$ cat src/rtl/stepper_pkg.sv
// Shared definitions for the stepper move controller: step-mode and FSM
// encodings plus the 8-entry coil phase table (A..D on bits 3..0).
package stepper_pkg;

  typedef enum logic [1:0] {
    MODE_WAVE = 2'b00,
    MODE_FULL = 2'b01,
    MODE_HALF = 2'b10,
    MODE_RSVD = 2'b11
  } mode_e;

  typedef enum logic {
    ST_IDLE = 1'b0,
    ST_RUN  = 1'b1
  } state_e;

  // Entry i lives in bits [4*i +: 4]; entry 0 is the least significant nibble.
  localparam logic [31:0] PHASE_TABLE = {
    4'b1001,  // 7
    4'b0001,  // 6
    4'b0011,  // 5
    4'b0010,  // 4
    4'b0110,  // 3
    4'b0100,  // 2
    4'b1100,  // 1
    4'b1000   // 0
  };

  function automatic logic [3:0] phase_coils(input logic [2:0] idx);
    return PHASE_TABLE[{idx, 2'b00} +: 4];
  endfunction

endpackage

$ cat src/rtl/stepper_tick_gen.sv
// Step-rate divider: counts clk cycles while enabled and raises tick on the
// cycle where the count reaches period-1, then wraps to zero.
module stepper_tick_gen #(
  parameter int DIV_W = 20
) (
  input  logic             clk,
  input  logic             rst,
  input  logic             en,
  input  logic             clr,
  input  logic [DIV_W-1:0] period,
  output logic             tick
);

  logic [DIV_W-1:0] cnt_q;
  logic [DIV_W-1:0] cnt_d;

  // period is always at least 1 here, so period-1 never underflows.
  assign tick = en && (cnt_q == (period - DIV_W'(1)));

  // Next count: clear on request, wrap on tick, otherwise count while enabled.
  always_comb begin
    cnt_d = cnt_q;
    if (clr) begin
      cnt_d = '0;
    end else if (en) begin
      if (tick) begin
        cnt_d = '0;
      end else begin
        cnt_d = cnt_q + DIV_W'(1);
      end
    end else begin
      cnt_d = '0;
    end
  end

  // Counter register with synchronous reset.
  always_ff @(posedge clk) begin
    if (rst) begin
      cnt_q <= '0;
    end else begin
      cnt_q <= cnt_d;
    end
  end

endmodule

$ cat src/rtl/stepper_move_ctrl.sv
// Stepper motor move controller: accepts a move (direction, mode, step count,
// step period), sequences the coil phase table and tracks signed position.
// Optional build macro STEPPER_HOLD_EN keeps the last phase energised while
// idle (holding torque) once any move has been accepted since reset.
module stepper_move_ctrl
  import stepper_pkg::*;
#(
  parameter int DIV_W = 20,
  parameter int CNT_W = 16
) (
  input  logic             clk,
  input  logic             rst,
  input  logic             start,
  input  logic             stop,
  input  logic             direcc,
  input  logic [1:0]       mode,
  input  logic [CNT_W-1:0] steps,
  input  logic [DIV_W-1:0] period,
  output logic [3:0]       bobinasMotor,
  output logic             busy,
  output logic             done,
  output logic             err,
  output logic             ledDirecc,
  output logic [CNT_W-1:0] pos
);

  state_e           state_q,  state_d;
  logic [2:0]       idx_q,    idx_d;
  logic [CNT_W-1:0] pos_q,    pos_d;
  logic [CNT_W-1:0] rem_q,    rem_d;
  logic             dir_q,    dir_d;
  mode_e            mode_q,   mode_d;
  logic [DIV_W-1:0] period_q, period_d;
  logic [3:0]       coils_q,  coils_d;
  logic             done_q,   done_d;
  logic             err_q,    err_d;
  logic             led_q,    led_d;
  logic             moved_q,  moved_d;
  logic             clr_s;
  logic             tick_s;
  logic [2:0]       stride_s;

  stepper_tick_gen #(
    .DIV_W (DIV_W)
  ) u_tick (
    .clk    (clk),
    .rst    (rst),
    .en     (state_q == ST_RUN),
    .clr    (clr_s),
    .period (period_q),
    .tick   (tick_s)
  );

  // Phase stride per step: half stepping walks every entry, others skip one.
  always_comb begin
    if (mode_q == MODE_HALF) begin
      stride_s = 3'd1;
    end else begin
      stride_s = 3'd2;
    end
  end

  // Move sequencing: acceptance, stepping, stop/abort and completion.
  always_comb begin
    state_d  = state_q;
    idx_d    = idx_q;
    pos_d    = pos_q;
    rem_d    = rem_q;
    dir_d    = dir_q;
    mode_d   = mode_q;
    period_d = period_q;
    moved_d  = moved_q;
    led_d    = led_q;
    done_d   = 1'b0;
    err_d    = 1'b0;
    clr_s    = 1'b0;

    case (state_q)
      ST_IDLE: begin
        if (start) begin
          if (mode == MODE_RSVD) begin
            err_d = 1'b1;
          end else begin
            dir_d    = direcc;
            led_d    = direcc;
            mode_d   = mode_e'(mode);
            period_d = (period == '0) ? DIV_W'(1) : period;
            clr_s    = 1'b1;
            if (steps == '0) begin
              // Zero-length move completes at once and leaves the coils alone.
              done_d = 1'b1;
            end else begin
              rem_d   = steps;
              moved_d = 1'b1;
              state_d = ST_RUN;
              case (mode_e'(mode))
                MODE_WAVE: idx_d = {idx_q[2:1], 1'b0};
                MODE_FULL: idx_d = {idx_q[2:1], 1'b1};
                default:   idx_d = idx_q;
              endcase
            end
          end
        end else begin
          state_d = ST_IDLE;
        end
      end
      ST_RUN: begin
        if (stop) begin
          // Abort wins over a coinciding step; position and phase are kept.
          state_d = ST_IDLE;
        end else if (tick_s) begin
          if (dir_q) begin
            idx_d = idx_q + stride_s;
            pos_d = pos_q + CNT_W'(1);
          end else begin
            idx_d = idx_q - stride_s;
            pos_d = pos_q - CNT_W'(1);
          end
          rem_d = rem_q - CNT_W'(1);
          if (rem_q == CNT_W'(1)) begin
            state_d = ST_IDLE;
            done_d  = 1'b1;
          end else begin
            state_d = ST_RUN;
          end
        end else begin
          state_d = ST_RUN;
        end
      end
      default: begin
        state_d = ST_IDLE;
      end
    endcase
  end

  // Coil drive derived from next state so the output register lines up with it.
  always_comb begin
`ifdef STEPPER_HOLD_EN
    if ((state_d == ST_RUN) || moved_d) begin
      coils_d = phase_coils(idx_d);
    end else begin
      coils_d = 4'b0000;
    end
`else
    if (state_d == ST_RUN) begin
      coils_d = phase_coils(idx_d);
    end else begin
      coils_d = 4'b0000;
    end
`endif
  end

  // State and output registers with synchronous reset.
  always_ff @(posedge clk) begin
    if (rst) begin
      state_q  <= ST_IDLE;
      idx_q    <= 3'd0;
      pos_q    <= '0;
      rem_q    <= '0;
      dir_q    <= 1'b0;
      mode_q   <= MODE_WAVE;
      period_q <= DIV_W'(1);
      coils_q  <= 4'b0000;
      done_q   <= 1'b0;
      err_q    <= 1'b0;
      led_q    <= 1'b0;
      moved_q  <= 1'b0;
    end else begin
      state_q  <= state_d;
      idx_q    <= idx_d;
      pos_q    <= pos_d;
      rem_q    <= rem_d;
      dir_q    <= dir_d;
      mode_q   <= mode_d;
      period_q <= period_d;
      coils_q  <= coils_d;
      done_q   <= done_d;
      err_q    <= err_d;
      led_q    <= led_d;
      moved_q  <= moved_d;
    end
  end

  assign bobinasMotor = coils_q;
  assign busy         = (state_q == ST_RUN);
  assign done         = done_q;
  assign err          = err_q;
  assign ledDirecc    = led_q;
  assign pos          = pos_q;

endmodule
$ cat config.mk
export PLATFORM = sky130hd
export DESIGN_NAME = stepper_move_ctrl
export DESIGN_NICKNAME = d
export VERILOG_FILES = /design/src/rtl/stepper_pkg.sv /design/src/rtl/stepper_tick_gen.sv /design/src/rtl/stepper_move_ctrl.sv
export SDC_FILE = /design/constraint.sdc
export NUM_CORES = 1
export LEC_CHECK = 0
export CORE_MARGIN = 10
export CORE_UTILIZATION = 50
export CTS_BUF_LIST = sky130_fd_sc_hd__clkbuf_16
export CTS_CLUSTER_SIZE = 40
export DETAILED_ROUTE_END_ITERATION = 10
export PLACE_DENSITY = 0.76
export SLEW_MARGIN = 20
export SYNTH_ARGS = -nofsm -noshare
export SYNTH_HDL_FRONTEND = slang
export SYNTH_HIERARCHICAL = 1
export SYNTH_SLANG_ARGS = --single-unit
$ cat constraint.sdc
create_clock -name clk -period 4.1 [get_ports clk]
set_input_delay 1.23 -clock clk [delete_from_list [all_inputs] [get_ports clk]]
set_output_delay 1.23 -clock clk [all_outputs]
set_load 0.1 [all_outputs]
==> results.yml <==
outcome:
  outcome: "completed"
yosys:
  ys_top_cells_by_count: "nand2_1, dfxtp_1, nor2_1"
  yosysTopAreaCellShare: 0.318
  yosysMostFrequentCell: "nand2_1"
  synthCells: 686
  yosysSeqAreaShare: 0.318
  synthTopCellsByArea: "dfxtp_1, nand2_1, a21oi_1, xnor2_1, ha_1"
  syn-num-nets: 750
  synth_area_per_cell_um2: 7.81
  synth_edf_count: 0
  yosys_warnings: 6
  yosysTopAreaCell: "dfxtp_1"
  synth_cell_types: 77
  synthFlopType: "dfxtp_1"
  netlist_area_um2: 5360
  async_reset_ff_frac: 0
  synth_seq_cells: 85
clock_tree:
  cts_setup_buffers: 0
  htreeDepth: 3
  cts_resized: 0
  clock_path_buffers: 2
  cts_buffers: 9
  cts_tree: "built"
  clkSlewWorstSetupHoldPaths_ns: 0.06
  cts_hold_buf: 0
  cts-root-buf: "clkbuf_16"
  clk_latency_ns: 0.34
  clock_sinks: 85
placed_design:
  dp_hpwl_um: 10300
  place_ws_ns: 0.264
  gp_congestion: 0.915
  io_buffers: 66
power_and_ir_drop:
  vdd_ir_drop_max_mv: 0.190
  cellLeakagePower_nw: 2.47
  powerDensity_nw_per_um2: 329
  finalPower_mw: 2.09
sta:
  finalSetupTns_ns: 0
  holdWs_ns: 0.475
  tightest_slew_ns: 0.992
  setup_viol: 0
  max_slew_margin: 0.336
  finalCritPeriodShare: 0.951
  final_hold_viol_count: 0
  skew_ns: 0.00709
  rsz0062_at_grt: "false"
  final-max-slew-violation-count: 0
  fmax_mhz: 256
  min_period_ns: 3.90
  final.setup.worst_slack_ns: 0.200
die:
  start_util: 0.516
  dieWidth_um: 123
  core_area_um2: 10400
  ios: 67
  die_area_um2: 15200
  placementRows: 37
  die_h_um: 123
min_path:
  hold_depth: 2
  min_path_type: "reg -> reg"
  min_from: "pos[10]"
detailed_routing:
  dr.first_iter.drc_count: 325
  firstDrtPassIters: 5
  viasPerCell: 5.85
  drt_wl_total_um: 14100
  wire_per_inst_um: 16.0
  drc_errors: 0
  num_vias: 5148
  detail-route-antenna-nets: 0
global_route:
  overflow: 0
  gr-usage-met1: 0.228
  antenna_found_initial: 0
  first_global_vias: 5046
  met3_usage: 0.0401
  busiest_layer: "met2"
  grt_pass1_wl_um: 23500
  grtUsageMet2: 0.321
  groute.usage.overall: 0.188
  grt_max_degree: 48
setup_path:
  cp.required_ns: 4.37
  r2r-start: "period_q[3]"
  cp-end-kind: "flip-flop"
  crit_type: "reg -> reg"
  cp-startpoint: "period_q[3]"
  reg2reg_slack_ns: 0.20
  reg2reg_depth: 13
  cp.arrival_ns: 4.17
  crit_path_start_kind: "flip-flop"
  critPathMaxFanout: 23
flow_run:
  drv_cap: 0
layout:
  antenna_cells: 0
  syn_to_final_growth_pct: 18.5
  fin_nets: 803
  layout-drive-gt1-share: 0.0685
-- per-stage QoR --
step,utilization,instance area [µm²],cells
3_3_place_gp,0.584,6050,864
4_1_cts,0.612,6340,880
6_report,0.612,6340,880
5_1_grt,0.612,6340,880
3_5_place_dp,0.584,6050,864
2_1_floorplan,-,5360,686
-- worst paths after layout --
path,to
setup reg to reg,bobinasMotor[1]
hold reg to reg,pos[10]
hold / removal,pos[10]
setup / recovery,bobinasMotor[1]
-- sequential cells by signal (all words and copies together), names as in the netlist, 2 cells and up --
register and cells:
u_tick/cnt_q 20, idx_q 3, mode_q 2, bobinasMotor 4
pos 16, period_q 20, rem_q 16
-- kinds of logic (layout without fill, tap and decap cells) --
group | count (synthesis) | after routing | synth area share
AND/OR/NAND/NOR | 311 | 311 | 0.294
AO/OA/AOI/OAI | 151 | 151 | 0.179
flip-flops | 85 | 85 | 0.318
buffers and inverters | 55 | 113 | 0.0505
XOR/XNOR | 51 | 51 | 0.0834
adder cells (fa/ha/maj) | 21 | 21 | 0.0519
multiplexers | 12 | 12 | 0.0234
-- routing by layer --
metal	wire length (µm)	part of all wire
met3	707	0.050
met1	6360	0.45
met5	0	0
met4	215	0.015
met2	6810	0.48
-- placed cells by master (no fill, tap or decap), types with 4 or more instances in the layout --
| cell type | netlist | routed |
|---|---|---|
| o211ai_1 | 4 | 4 |
| nor4b_1 | 7 | 7 |
| mux2_2 | 4 | 4 |
| o21ai_0 | 28 | 28 |
| xnor2_1 | 30 | 30 |
| a31oi_1 | 7 | 7 |
| nand2_1 | 112 | 112 |
| buf_4 | 0 | 9 |
| nor3_1 | 15 | 15 |
| and2_1 | 4 | 4 |
| o21a_1 | 5 | 5 |
| mux2i_1 | 8 | 8 |
| nand4_1 | 8 | 8 |
| nand3_1 | 23 | 23 |
| inv_1 | 22 | 22 |
| nor2b_1 | 9 | 9 |
| a211oi_1 | 8 | 8 |
| ha_1 | 19 | 19 |
| and4_1 | 4 | 4 |
| or3_1 | 6 | 6 |
| clkdlybuf4s50_1 | 0 | 63 |
| xor2_1 | 21 | 21 |
| dfxtp_1 | 85 | 85 |
| nor4_1 | 16 | 16 |
| clkbuf_16 | 0 | 9 |
| nor2_1 | 63 | 63 |
| and3_1 | 8 | 8 |
| a21o_1 | 8 | 8 |
| a21oi_1 | 53 | 53 |
| nand2b_1 | 9 | 9 |
| o31a_1 | 4 | 4 |
-- layout make-up --
type                       instances  area (µm²)
clock inverter                     7        66.3
multi-input combinational        546        3380
timing repair buffer              73         703
sequential                        85        1700
inverter                          24        95.1
clock buffer                       9         225
tap                              136         170
fill                             955        4030
-- where the power goes --
part	internal [mW]	switching [mW]	total, mW
clock network	0.469	0.345	0.814
registers	0.855	0.0366	0.892
logic	0.157	0.223	0.379
total	1.48	0.605	2.09
-- worst max-delay path: stages (launching register included) --
cell,delay (ns)
dfxtp_1,0.37
or4_4,0.56
or3_1,0.48
or4_1,0.51
a211o_1,0.30
o311a_2,0.15
nor4_4,0.18
buf_4,0.30
nor2b_1,0.22
mux2i_1,0.09
nand2_1,0.08
o21ai_2,0.09
or3_1,0.36
a21oi_1,0.14
Power figures use the tool's default switching activity.
